--- config.mk ---
export PLATFORM = sky130hd
export DESIGN_NAME = prefix_diff
export DESIGN_NICKNAME = d
export VERILOG_FILES = /design/src/rtl/prefix_pkg.sv /design/src/rtl/prefix_diff_sub.sv /design/src/rtl/prefix_diff.sv
export SDC_FILE = /design/constraint.sdc
export NUM_CORES = 1
export LEC_CHECK = 0
export CORE_MARGIN = 2
export CORE_UTILIZATION = 55
export DETAILED_ROUTE_END_ITERATION = 10
export GPL_TIMING_DRIVEN = 0
export HOLD_SLACK_MARGIN = 0.03
export PLACE_DENSITY = 0.78
export SETUP_SLACK_MARGIN = 0.2
export SYNTH_ARGS = -nofsm -noshare
export SYNTH_HDL_FRONTEND = slang
export SYNTH_SLANG_ARGS = --single-unit
--- constraint.sdc ---
create_clock -name clk -period 4 [get_ports clk]
set_clock_uncertainty 0.15 [all_clocks]
set_input_delay 0.8 -clock clk [delete_from_list [all_inputs] [get_ports clk]]
set_output_delay 0.8 -clock clk [all_outputs]
set_load 0.005 [all_outputs]
--- src/rtl/prefix_pkg.sv ---
// Shared types for the prefix-sum decoder.
// Latency: n/a (types and constants only).
// Backpressure: n/a.
// Contents: FSM state enum, output record struct at the default widths.
package prefix_pkg;

  localparam int N_DEF     = 32;
  localparam int CNT_W_DEF = 16;

  // FIRST: next accepted word starts a stream (prev taken as 0, index 0).
  // RUN:   next accepted word is decoded against the previous accepted word.
  typedef enum logic {
    FIRST = 1'b0,
    RUN   = 1'b1
  } state_t;

  // One decoded element as presented on OUT_*.
  typedef struct packed {
    logic [N_DEF-1:0]     data;
    logic                 borrow;
    logic [CNT_W_DEF-1:0] index;
    logic                 last;
  } out_rec_t;

endpackage

--- src/rtl/prefix_diff_sub.sv ---
// N-bit unsigned subtractor returning {borrow, a - b}.
// Latency: combinational.
// Backpressure: none.
// Ports: a, b (operands), borrow (a < b), diff (a - b mod 2^N).
module prefix_diff_sub #(
  parameter int N = 32
) (
  input  logic [N-1:0] a,
  input  logic [N-1:0] b,
  output logic         borrow,
  output logic [N-1:0] diff
);

  // The extra top bit of an (N+1)-bit subtraction is exactly a < b.
  assign {borrow, diff} = {1'b0, a} - {1'b0, b};

endmodule

--- src/rtl/prefix_diff.sv ---
// Inverts a prefix-sum stream: out[i] = in[i] - in[i-1] mod 2^N, in[-1] = 0.
// Latency: one cycle from input transfer to OUT_valid.
// Backpressure: single output register; IN_ready = !OUT_valid || OUT_ready.
// Ports: clk/rst, IN_valid/IN_data/IN_last/IN_ready upstream,
//        OUT_valid/OUT_data/OUT_borrow/OUT_index/OUT_last/OUT_ready downstream.
module prefix_diff
  import prefix_pkg::*;
#(
  parameter int N     = N_DEF,
  parameter int CNT_W = CNT_W_DEF
) (
  input  logic             clk,
  input  logic             rst,
  input  logic             IN_valid,
  input  logic [N-1:0]     IN_data,
  input  logic             IN_last,
  output logic             IN_ready,
  output logic             OUT_valid,
  output logic [N-1:0]     OUT_data,
  output logic             OUT_borrow,
  output logic [CNT_W-1:0] OUT_index,
  output logic             OUT_last,
  input  logic             OUT_ready
);

  // Same field layout as out_rec_t, sized by this instance's parameters.
  typedef struct packed {
    logic [N-1:0]     data;
    logic             borrow;
    logic [CNT_W-1:0] index;
    logic             last;
  } rec_t;

  state_t           state;
  logic [N-1:0]     prev;
  logic [CNT_W-1:0] cnt;
  rec_t             out_q;
  logic             out_vld_q;

  logic             in_xfer;
  logic [N-1:0]     prev_eff;
  logic [CNT_W-1:0] idx_cur;
  logic             sub_borrow;
  logic [N-1:0]     sub_diff;

  // Output register is free, or being emptied this very cycle.
  assign IN_ready = !out_vld_q || OUT_ready;
  assign in_xfer  = IN_valid && IN_ready;

  // In FIRST the subtrahend is zero, which also forces borrow to 0.
  assign prev_eff = (state == RUN) ? prev : '0;
  assign idx_cur  = (state == RUN) ? cnt  : '0;

  prefix_diff_sub #(.N(N)) u_sub (
    .a      (IN_data),
    .b      (prev_eff),
    .borrow (sub_borrow),
    .diff   (sub_diff)
  );

  always_ff @(posedge clk or posedge rst) begin
    if (rst) begin
      state     <= FIRST;
      prev      <= '0;
      cnt       <= '0;
      out_q     <= '0;
      out_vld_q <= 1'b0;
    end else if (in_xfer) begin
      // Load (or replace on a simultaneous output transfer) with no bubble.
      out_q.data   <= sub_diff;
      out_q.borrow <= sub_borrow;
      out_q.index  <= idx_cur;
      out_q.last   <= IN_last;
      out_vld_q    <= 1'b1;
      prev         <= IN_data;
      if (IN_last) begin
        state <= FIRST;
        cnt   <= '0;
      end else begin
        state <= RUN;
        // Wraps silently at 2^CNT_W; stream state is unaffected.
        cnt   <= idx_cur + CNT_W'(1);
      end
    end else if (OUT_ready) begin
      out_vld_q <= 1'b0;
    end
  end

  assign OUT_valid  = out_vld_q;
  assign OUT_data   = out_q.data;
  assign OUT_borrow = out_q.borrow;
  assign OUT_index  = out_q.index;
  assign OUT_last   = out_q.last;

endmodule

==> summary.txt, run 1 <==
Outcome
  – Outcome: complete, no violations

Finish
  – Nets: 907
  – Register area: 2500 um^2
  – Post-route cell area: 7380 um^2
  – Fill cells: 913
  – P&R area growth vs syn: 21.5%
  – Ant. Diodes: 0
  – Final core occ: 0.684
  – Final cell count without fillers: 978
  – Multi-input logic area: 3400 um^2
  – Fraction of layout cells with a size suffix above 1: 0.0525

Critical path
  – R2R Path Start: state$_DFFE_PP0P_
  – Critical Path AT: 3.78 ns
  – Setup crit start kind: register
  – Crit-path slowest cell: o41ai_1
  – Critical Path Fanout Max: 10
  – Flop2flop setup slack: 0.34 ns
  – Worst path max stage delay: 0.49 ns
  – Critical path class: reg2reg
  – CP Cell Sequence: clkbuf_2 > clkbuf_2 > and2_1 > ha_1 > fa_1 > and2b_1 > o2111ai_2 > a21oi_2 > o21ai_0 > o41ai_1 > xnor2_1 > o21ai_0
  – CP endpoint kind: register
  – Reg2Reg Depth: 12
  – Worst path required time: 4.12 ns
  – Worst reg2reg endpoint: OUT_data[24]$_DFFE_PP0P_

Routing
  – DRC: 0
  – Total Wirelength: 16.3 mm
  – Drt pass-1 iters: 5
  – WL/cell: 16.7 um
  – Initial drt markers: 354
  – DRT antenna net count: 0
  – Via density: 5.79
  – Vias: 5665

Place
  – DP Worst Slack: -0.0562 ns
  – Number of buffers added on ports: 88
  – DP Area: 7160 um^2
  – Gpl congestion: 0.999
  – Post-DP HPWL: 12.3 mm
  – Placed cells: 962

Synthesis
  – Register area share after synthesis: 0.412
  – Post-synthesis cell count: 733
  – Number of flops mapped to enable cells by yosys: 0
  – Yosys warns: 0
  – Area share of the leading cell type in the synthesized netlist: 0.412
  – Asr flop ratio synth: 1.00
  – Synthesized area per cell: 8.29 um^2
  – Prevailing post-synth register cell: dfrtp_1
  – Main area contributors after synthesis: dfrtp_1, nand2_1, ha_1
  – Yosys cell types: 64
  – Synth Register Bits: 100
  – Cell area after synthesis: 6080 um^2
  – Post-Syn Nets: 807
  – Synth area leader: dfrtp_1

Flow run
  – Max-Cap Viols: 0

Clock network
  – Cts bufs inserted: 9
  – CTS tree: done
  – Hold-fix buffers, CTS: 0
  – Clock sinks: 100
  – Worst-skew pair later-pin latency: 0.39 ns
  – Post-CTS Setup Bufs: 0
  – Clock Path Buffers: 2
  – H-tree levels: 3
  – Root Buffer: clkbuf_8
  – Clock transition at path regs: 0.10 ns

STA
  – Slew @ Worst Pin: 0.695 ns
  – RSZ-0062 raised after global routing: true
  – Final hold viol count: 0
  – Final period utilization: 0.915
  – Fmax: 273 MHz
  – Hold Slack: 0.329 ns
  – Min setup slack post-route: 0.340 ns
  – TNS Setup: 0 ns
  – Min Tclk post-route: 3.66 ns
  – Finish-stage setup viols: 0
  – Slew HR: 0.536
  – Slew Viols, Final: 0

Power
  – Leak Pwr: 3.38 nW
  – Peak VDD IR: 0.392 mV
  – Pwr Total: 3.10 mW
  – PwrDens: 419 nW/um^2

Global route
  – Vias in the first global route: 5374
  – GRT Total Usage: 0.285
  – First-pass GRT wire length: 26.1 mm
  – Largest net degree at the start of global routing: 60
  – Initial antenna violation count: 0
  – Grt total ovfl: 0

Hold path
  – HP Start: OUT_index[7]$_DFFE_PP0P_
  – Hold endpoint: OUT_index[7]$_DFFE_PP0P_
  – Cell depth of the worst hold path: 2
  – HP Class: reg2reg

Floorplanning
  – Die area: 11900 um^2
  – FP Rows: 38
  – Core area: 10800 um^2
  – Total I/O pin count: 89
  – Chip Height: 109 um
  – Width of the chip: 109 um
  – Starting Density: 0.563
## cells in the mapped netlist, types with 13 or more instances
| master | count |
|---|---|
| o21ai_0 | 60 |
| ha_1 | 36 |
| clkbuf_1 | 21 |
| a21o_1 | 16 |
| nor2_1 | 35 |
| xnor2_1 | 13 |
| nand2_1 | 220 |
| dfrtp_1 | 100 |
| nand3_1 | 33 |
| a21oi_1 | 37 |
## logic make-up (layout without fill, tap and decap cells)
group,count (synthesis),after routing,share of synthesized area
compound gates,175,175,0.191
xor+xnor,22,22,0.0317
fa+ha+maj,37,37,0.0774
buf+inv,46,151,0.0315
flops,100,100,0.412
mux,5,5,0.00865
simple gates,348,348,0.248
## per-layer routing
| metal | wire length (um) | global-route usage | up-vias | share of wire |
|---|---|---|---|---|
| li1 | - | - | 2753 | - |
| met1 | 7320 | 0.380 | 2674 | 0.45 |
| met2 | 7700 | 0.461 | 205 | 0.47 |
| met3 | 951 | 0.0532 | 33 | 0.058 |
| met4 | 348 | 0.104 | 0 | 0.021 |
| met5 | 0 | 0 | - | 0 |
## area by class of cell
cell class	instances	area share
well taps	140	0.0237
flip-flops and latches	100	0.339
repair buffers	89	0.123
plain buffers	35	0.0215
inverters	11	0.00593
clock inverters	6	0.00779
clock buffers	10	0.0186
multi-input cells	587	0.461
## sequential cells by signal, summed over array words and instances (netlist names)
register,cells
OUT_data,32
prev,32
OUT_index,16
cnt,16
OUT_borrow,1
OUT_last,1
OUT_valid,1
state,1
## power by group
group | switching [mW] | total (mW) | internal (mW) | leakage (nW)
clock network | 0.386 | 0.639 | 0.254 | 0.0923
registers | 0.101 | 1.27 | 1.17 | 1.27
logic | 0.638 | 1.19 | 0.550 | 2.01
total | 1.12 | 3.10 | 1.97 | 3.38
## critical path, delay by kind of cell, from the launching register on
family	cells	cell delay [ns]
compound gates	5	1.28
xor+xnor	1	0.20
buf+inv	2	0.43
fa+ha+maj	2	0.60
simple gates	2	0.44
flops	1	0.42
## repair_timing
item,4_1_cts,5_1_grt
endpoints found under the setup margin,16,13
pin swaps,0,0
resized for setup,4,5
## cells in the final DEF (no fill, tap or decap), types with 3 or more instances in the layout
cell type,instances
buf_1,8
mux2i_1,3
clkbuf_8,11
o31ai_1,7
ha_1,36
o21a_1,3
or3_1,4
nand4_1,9
xor2_1,9
clkdlybuf4s50_1,88
nand2b_1,5
a31oi_1,7
and2_1,7
xnor2_1,13
a21o_1,16
a22o_1,5
nor3_1,11
buf_2,3
a21oi_1,37
a21oi_2,4
o2111ai_1,4
nor2_1,35
nand3_1,33
and3_1,6
inv_1,10
o21ai_0,60
clkbuf_1,19
nand2_1,220
dfrtp_1,100
nor2b_1,5
and4_1,4
## how the worst max path moves through the flow
stage	cells past startpoint	start	endpoint	slack, ns
floorplan	1	rst	OUT_borrow$_DFFE_PP0P_	0.43
global placement	2	rst	prev[13]$_DFFE_PP0P_	-0.96
detailed placement	12	state$_DFFE_PP0P_	OUT_data[27]$_DFFE_PP0P_	-0.06
CTS	12	state$_DFFE_PP0P_	OUT_data[30]$_DFFE_PP0P_	0.26
global route	12	state$_DFFE_PP0P_	OUT_data[31]$_DFFE_PP0P_	0.18
finish	12	state$_DFFE_PP0P_	OUT_data[24]$_DFFE_PP0P_	0.34
Power figures use the tool's default switching activity.
==> inputs of run 2 (changes only) <==
--- a/config.mk
+++ b/config.mk
@@ -6,11 +6,11 @@
 export NUM_CORES = 1
 export LEC_CHECK = 0
 export CORE_MARGIN = 2
-export CORE_UTILIZATION = 55
+export CORE_UTILIZATION = 50
 export DETAILED_ROUTE_END_ITERATION = 10
 export GPL_TIMING_DRIVEN = 0
 export HOLD_SLACK_MARGIN = 0.03
-export PLACE_DENSITY = 0.78
+export PLACE_DENSITY = 0.71
 export SETUP_SLACK_MARGIN = 0.2
 export SYNTH_ARGS = -nofsm -noshare
 export SYNTH_HDL_FRONTEND = slang
==> summary.txt, run 2 (same netlist as run 1, synthesis figures left out) <==
Outcome
  – Outcome: complete, no violations

Flow run
  – Max-Cap Viols: 0 (unchanged)

Critical path
  – CP delay by family, top: compound AO/OA/AOI/OAI gates
  – Worst path max stage delay: 0.49 ns (about the same)
  – Critical Path AT: 3.70 ns (-0.08 ns)
  – CP Cell Sequence: clkdlybuf4s50_1 > inv_1 > ha_1 > fa_1 > and2b_1 > o2111ai_2 > a21oi_2 > o21a_1 > a21oi_1 > or4_1 > nand3_1
  – Crit-path slowest cell: or4_1
  – Critical path class: in2reg
  – Worst setup path start: IN_data[0]
  – R2R Path Start: state$_DFFE_PP0P_
  – Buf/Inv on CP: 2 (unchanged)
  – Worst path required time: 4.14 ns (+0.02 ns)
  – Critical Path Fanout Max: 4 (-6)
  – Setup crit start kind: primary input
  – CP endpoint kind: register

Global route
  – Initial antenna violation count: 0 (unchanged)
  – First-pass GRT wire length: 26.3 mm (+0.58%)
  – Grt total ovfl: 0 (unchanged)
  – Vias in the first global route: 5311 (-1.2%)
  – GRT Total Usage: 0.255 (-0.0299)
  – Largest net degree at the start of global routing: 66 (+10%)

STA
  – Final period utilization: 0.891 (-0.0237)
  – Slew Viols, Final: 0 (unchanged)
  – Slew HR: 0.561 (+0.0249)
  – Slew @ Worst Pin: 0.658 ns (-0.0373 ns)
  – Min Tclk post-route: 3.57 ns (-0.0949 ns)
  – TNS Setup: 0 ns (unchanged)
  – RSZ-0062 raised after global routing: false
  – Hold Slack: 0.314 ns (-0.0146 ns)
  – Finish-stage setup viols: 0 (unchanged)
  – Fmax: 280 MHz (+2.7%)
  – Final hold viol count: 0 (unchanged)
  – Min setup slack post-route: 0.434 ns (+0.0949 ns)

Clock network
  – Root Buffer: clkbuf_16
  – Worst-skew pair later-pin latency: 0.35 ns (-0.04 ns)
  – CTS tree: done
  – Clock sinks: 100 (unchanged)
  – Hold-fix buffers, CTS: 0 (unchanged)
  – Clock transition at path regs: 0.07 ns (-0.03 ns)
  – Cts bufs inserted: 9 (unchanged)
  – Clock Path Buffers: 2 (unchanged)
  – H-tree levels: 3 (unchanged)

Routing
  – Initial drt markers: 411 (+16%)
  – WL/cell: 16.1 um (-3.3%)
  – DRT antenna net count: 0 (unchanged)
  – Vias: 5658 (-0.12%)
  – DRC: 0 (unchanged)
  – Drt pass-1 iters: 5 (unchanged)
  – Total Wirelength: 15.9 mm (-2.7%)
  – Via density: 5.75 (-0.73%)

Finish
  – Final core occ: 0.632 (-0.0520)
  – Fill cells: 1050 (+15%)
  – Nets: 907 (unchanged)
  – Fraction of layout cells with a size suffix above 1: 0.0538 (+0.00126)
  – Ant. Diodes: 0 (unchanged)
  – Multi-input logic area: 3400 um^2 (about the same)
  – Leading cell type in the layout, fill and taps excluded: nand2_1
  – Final cell count without fillers: 984 (+0.61%)
  – Register area: 2500 um^2 (unchanged)
  – P&R area growth vs syn: 23.9%
  – Post-route cell area: 7530 um^2 (+2.0%)
  – Commonest cells after routing, fill and taps aside: nand2_1, dfrtp_1, clkdlybuf4s50_1

Place
  – Gpl congestion: 0.976 (-2.3%)
  – Post-DP HPWL: 11.9 mm (-3.4%)
  – Placed cells: 969 (+0.73%)
  – Number of buffers added on ports: 88 (unchanged)
  – DP Area: 7170 um^2 (+0.12%)
  – DP Worst Slack: -0.102 ns (-0.0453 ns)

Power
  – PwrDens: 457 nW/um^2 (+9.0%)
  – Peak VDD IR: 0.223 mV (-43%)
  – Pwr Total: 3.44 mW (+11%)
  – Leak Pwr: 3.45 nW (+2.1%)

Floorplanning
  – Core area: 11900 um^2 (+10%)
  – Starting Density: 0.510 (-0.0529)
  – Width of the chip: 114 um (+4.7%)
  – Total I/O pin count: 89 (unchanged)
  – Chip Height: 114 um (+4.7%)
  – FP Rows: 40 (+5.3%)
  – Die area: 13000 um^2 (+9.6%)

Hold path
  – HP Class: reg2reg
  – HP Start: OUT_index[9]$_DFFE_PP0P_
run 2: changes by cell type in the layout (fill, tap and decap cells not counted):
cell	before	now
clkbuf_8	11	4
a21oi_2	4	5
bufinv_16	0	2
a21oi_1	37	36
a2111oi_4	1	0
a221oi_2	0	1
clkbuf_16	0	9
a221oi_1	1	0
clkinvlp_4	2	0
clkinv_8	1	0
inv_6	2	0
a2111oi_2	0	1
run 2: final cells by class:
| class | instances | share of cell area |
|---|---|---|
| Buffer | 35 | 0.0211 |
| Clock buffer | 12 | 0.0354 |
| Clock inverter | 3 | 0.00914 |
| Inverter | 11 | 0.00581 |
| Multi-Input combinational cell | 587 | 0.451 |
| Sequential cell | 100 | 0.332 |
| Tap cell | 147 | 0.0244 |
| Timing Repair Buffer | 89 | 0.121 |
run 2: final timing paths:
path,endpoint,slack (ns),cells after the start
hold / removal,OUT_index[9]$_DFFE_PP0P_,0.31,2
setup / recovery,OUT_data[22]$_DFFE_PP0P_,0.43,11
hold reg to reg,OUT_index[9]$_DFFE_PP0P_,0.31,2
max in group asynchronous,OUT_index[5]$_DFFE_PP0P_,2.38,3
setup reg to reg,OUT_data[22]$_DFFE_PP0P_,0.44,12
min in group asynchronous,prev[4]$_DFFE_PP0P_,0.66,2
run 2: power by group:
part / switching (mW) / internal [mW] / total, mW
Clock: 0.389 / 0.597 / 0.986
Sequential: 0.101 / 1.17 / 1.27
Combinational: 0.633 / 0.549 / 1.18
run 2: worst register-to-register path: stages (launching register included):
cell and delay [ns]:
dfrtp_1 0.40, clkbuf_2 0.19, buf_2 0.22, and2_1 0.18, ha_1 0.21, fa_1 0.41
and2b_1 0.25, o2111ai_2 0.13, a21oi_2 0.34, o21a_1 0.28, a21oi_1 0.16, or4_1 0.49
nand3_1 0.09
run 2: per-layer routing:
metal / vias to the layer above / part of all wire / global-route usage
li1: 2771 / - / -
met1: 2700 / 0.45 / 0.348
met2: 170 / 0.47 / 0.417
met3: 17 / 0.057 / 0.0344
met4: 0 / 0.017 / 0.0919
met5: - / 0 / 0
run 2: repair_timing:
| item | CTS | global route |
|---|---|---|
| setup endpoints to repair | 17 | 15 |
| pin swaps | 0 | 1 |
| buffers inserted | 0 | 0 |
| gates resized for setup | 3 | 8 |
| cloned | 0 | 0 |
==> inputs of run 3 (changes only) <==
--- a/config.mk
+++ b/config.mk
@@ -6,11 +6,11 @@
 export NUM_CORES = 1
 export LEC_CHECK = 0
 export CORE_MARGIN = 2
-export CORE_UTILIZATION = 50
+export CORE_UTILIZATION = 47
 export DETAILED_ROUTE_END_ITERATION = 10
 export GPL_TIMING_DRIVEN = 0
 export HOLD_SLACK_MARGIN = 0.03
-export PLACE_DENSITY = 0.71
+export PLACE_DENSITY = 0.68
 export SETUP_SLACK_MARGIN = 0.2
 export SYNTH_ARGS = -nofsm -noshare
 export SYNTH_HDL_FRONTEND = slang
==> summary.txt, run 3 (same netlist as run 1, synthesis figures left out) <==
Clock network
  – Worst-skew pair later-pin latency: 0.36 ns (about the same)
  – Clock sinks: 100 (unchanged)
  – Clock transition at path regs: 0.07 ns (about the same)
  – Cts bufs inserted: 9 (unchanged)
  – H-tree levels: 3 (unchanged)
  – Clock Path Buffers: 2 (unchanged)
  – Hold-fix buffers, CTS: 0 (unchanged)
  – Root Buffer: clkbuf_16
  – CTS tree: done

Routing
  – DRC: 0 (unchanged)
  – Met3 wire length: 734 um (-19%)
  – DRT antenna net count: 0 (unchanged)
  – Vias: 5591 (-1.2%)
  – Initial drt markers: 351 (-15%)
  – Top layer in use: met4
  – WL/cell: 15.9 um (-1.4%)
  – Total Wirelength: 16.1 mm (+1.1%)
  – Drt pass-1 iters: 5 (unchanged)
  – Via density: 5.54 (-3.6%)
  – WL met2: 7.60 mm (+0.76%)
  – Met1 WL: 7.40 mm (+3.2%)

Floorplanning
  – Total I/O pin count: 89 (unchanged)
  – Core area: 12600 um^2 (+5.9%)
  – Die area: 13900 um^2 (+6.2%)
  – Chip Height: 118 um (+3.0%)
  – Starting Density: 0.481 (-0.0286)
  – FP Rows: 41 (+2.5%)
  – Width of the chip: 118 um (+3.0%)

STA
  – Fmax: 278 MHz (-1.0%)
  – Slew HR: 0.558 (-0.00292)
  – RSZ-0062 raised after global routing: true
  – Slew Viols, Final: 0 (unchanged)
  – Slew @ Worst Pin: 0.662 ns (+0.00437 ns)
  – Finish-stage setup viols: 0 (unchanged)
  – Final hold viol count: 0 (unchanged)
  – Min Tclk post-route: 3.60 ns (+0.0369 ns)
  – Final period utilization: 0.901 (+0.00922)

Global route
  – GRT Total Usage: 0.237 (-0.0176)
  – Initial antenna violation count: 0 (unchanged)
  – Largest net degree at the start of global routing: 61 (-7.6%)
  – First-pass GRT wire length: 26.5 mm (+0.79%)
  – Grt total ovfl: 0 (unchanged)
  – Vias in the first global route: 5321 (+0.19%)

Critical path
  – Critical Path Fanout Max: 10 (+6)
  – CP endpoint kind: register
  – Critical path class: reg2reg
  – Worst setup path start: state$_DFFE_PP0P_
  – Worst path required time: 4.07 ns (-0.07 ns)
  – R2R Path Start: state$_DFFE_PP0P_
  – Reg2Reg Depth: 12 (unchanged)
  – Worst Setup EP: OUT_data[24]$_DFFE_PP0P_
  – Setup crit start kind: register
  – Flop2flop setup slack: 0.40 ns (-0.04 ns)
  – Worst reg2reg endpoint: OUT_data[24]$_DFFE_PP0P_
  – Critical Path AT: 3.67 ns (-0.03 ns)

Power
  – Peak VDD IR: 0.204 mV (-8.6%)
  – Leak Pwr: 3.42 nW (-0.97%)
  – PwrDens: 437 nW/um^2 (-4.4%)

Outcome
  – Outcome: complete, no violations

Finish
  – Commonest cells after routing, fill and taps aside: nand2_1, dfrtp_1, clkdlybuf4s50_1
  – Nets: 907 (unchanged)
  – P&R area growth vs syn: 23.3%
  – Ant. Diodes: 0 (unchanged)
  – Multi-input logic area: 3390 um^2 (-0.11%)
  – Fill cells: 1184 (+13%)
  – Final cell count without fillers: 1009 (+2.5%)
  – Fraction of layout cells with a size suffix above 1: 0.0490 (-0.00478)
  – Register area: 2500 um^2 (unchanged)
  – Final core occ: 0.594 (-0.0386)
  – Leading cell type in the layout, fill and taps excluded: nand2_1

Flow run
  – Max-Cap Viols: 0 (unchanged)

Hold path
  – Cell depth of the worst hold path: 2 (unchanged)
  – HP Class: reg2reg

Place
  – Gpl congestion: 0.989 (+1.2%)
  – Number of buffers added on ports: 88 (unchanged)
  – Post-DP HPWL: 12.1 mm (+1.9%)
  – Placed cells: 994 (+2.6%)
run 3: changes by cell type in the layout (fill, tap and decap cells not counted), sizes merged:
cell	delta
bufinv	-2
clkinvlp	+1
clkinv	+2
clkbuf	-1
run 3: routing by layer:
layer | vias up | track usage
met5 | - | 0
met4 | 0 | 0.0919
met3 | 18 | 0.0354
met2 | 142 | 0.387
met1 | 2674 | 0.319
li1 | 2757 | -
run 3: report_power, final:
group          internal, mW  switching, mW
clock                 0.435          0.391
combinational         0.550          0.628
sequential             1.17         0.0980
total                  2.16           1.12
run 3: cell type report:
cell class	count	share of cell area
multi-input combinational	587	0.453
tap	172	0.0287
buffer	35	0.0212
inverter	11	0.00585
clock buffer	11	0.0324
timing repair buffer	89	0.121
sequential	100	0.334
clock inverter	4	0.00351
run 3: worst min-delay path by stage:
stage,from,end
after floorplan,prev[0]$_DFFE_PP0P_,prev[0]$_DFFE_PP0P_
after CTS,OUT_index[4]$_DFFE_PP0P_,OUT_index[4]$_DFFE_PP0P_
after global routing,prev[2]$_DFFE_PP0P_,prev[2]$_DFFE_PP0P_
after global placement,OUT_index[9]$_DFFE_PP0P_,OUT_index[9]$_DFFE_PP0P_
after detailed placement,OUT_index[4]$_DFFE_PP0P_,OUT_index[4]$_DFFE_PP0P_
final,OUT_index[4]$_DFFE_PP0P_,OUT_index[4]$_DFFE_PP0P_
run 3: timing repair:
item	4_1_cts	5_1_grt
gates resized for setup	4	4
endpoints found under the setup margin	17	12
buffers inserted	0	0
run 3: through the flow:
| stage | power (mW) | setup TNS (ns) | cell area [um^2] | hold slack (ns) | setup WS, ns |
|---|---|---|---|---|---|
| 2_1_floorplan | 1.96 | 0 | 6080 | 0.292 | 0.431 |
| 3_3_place_gp | 2.42 | -103.90 | 7170 | 0.300 | -1.04 |
| 3_5_place_dp | 2.45 | -0.317 | 7200 | 0.307 | -0.0965 |
| 4_1_cts | 3.28 | 0 | 7480 | 0.322 | 0.251 |
| 5_1_grt | 3.47 | 0 | 7490 | 0.350 | 0.201 |
| 6_report | 3.27 | 0 | 7490 | 0.313 | 0.398 |
run 3: critical path, cell delays in order, from the launching register on:
cell       delay (ns)
dfrtp_1          0.39
clkbuf_2         0.19
clkbuf_2         0.24
and2_1           0.21
ha_1             0.21
fa_1             0.40
and2b_1          0.24
o2111ai_2        0.14
a21oi_2          0.35
o21ai_0          0.20
o41ai_1          0.45
xnor2_1          0.21
o21ai_0          0.10
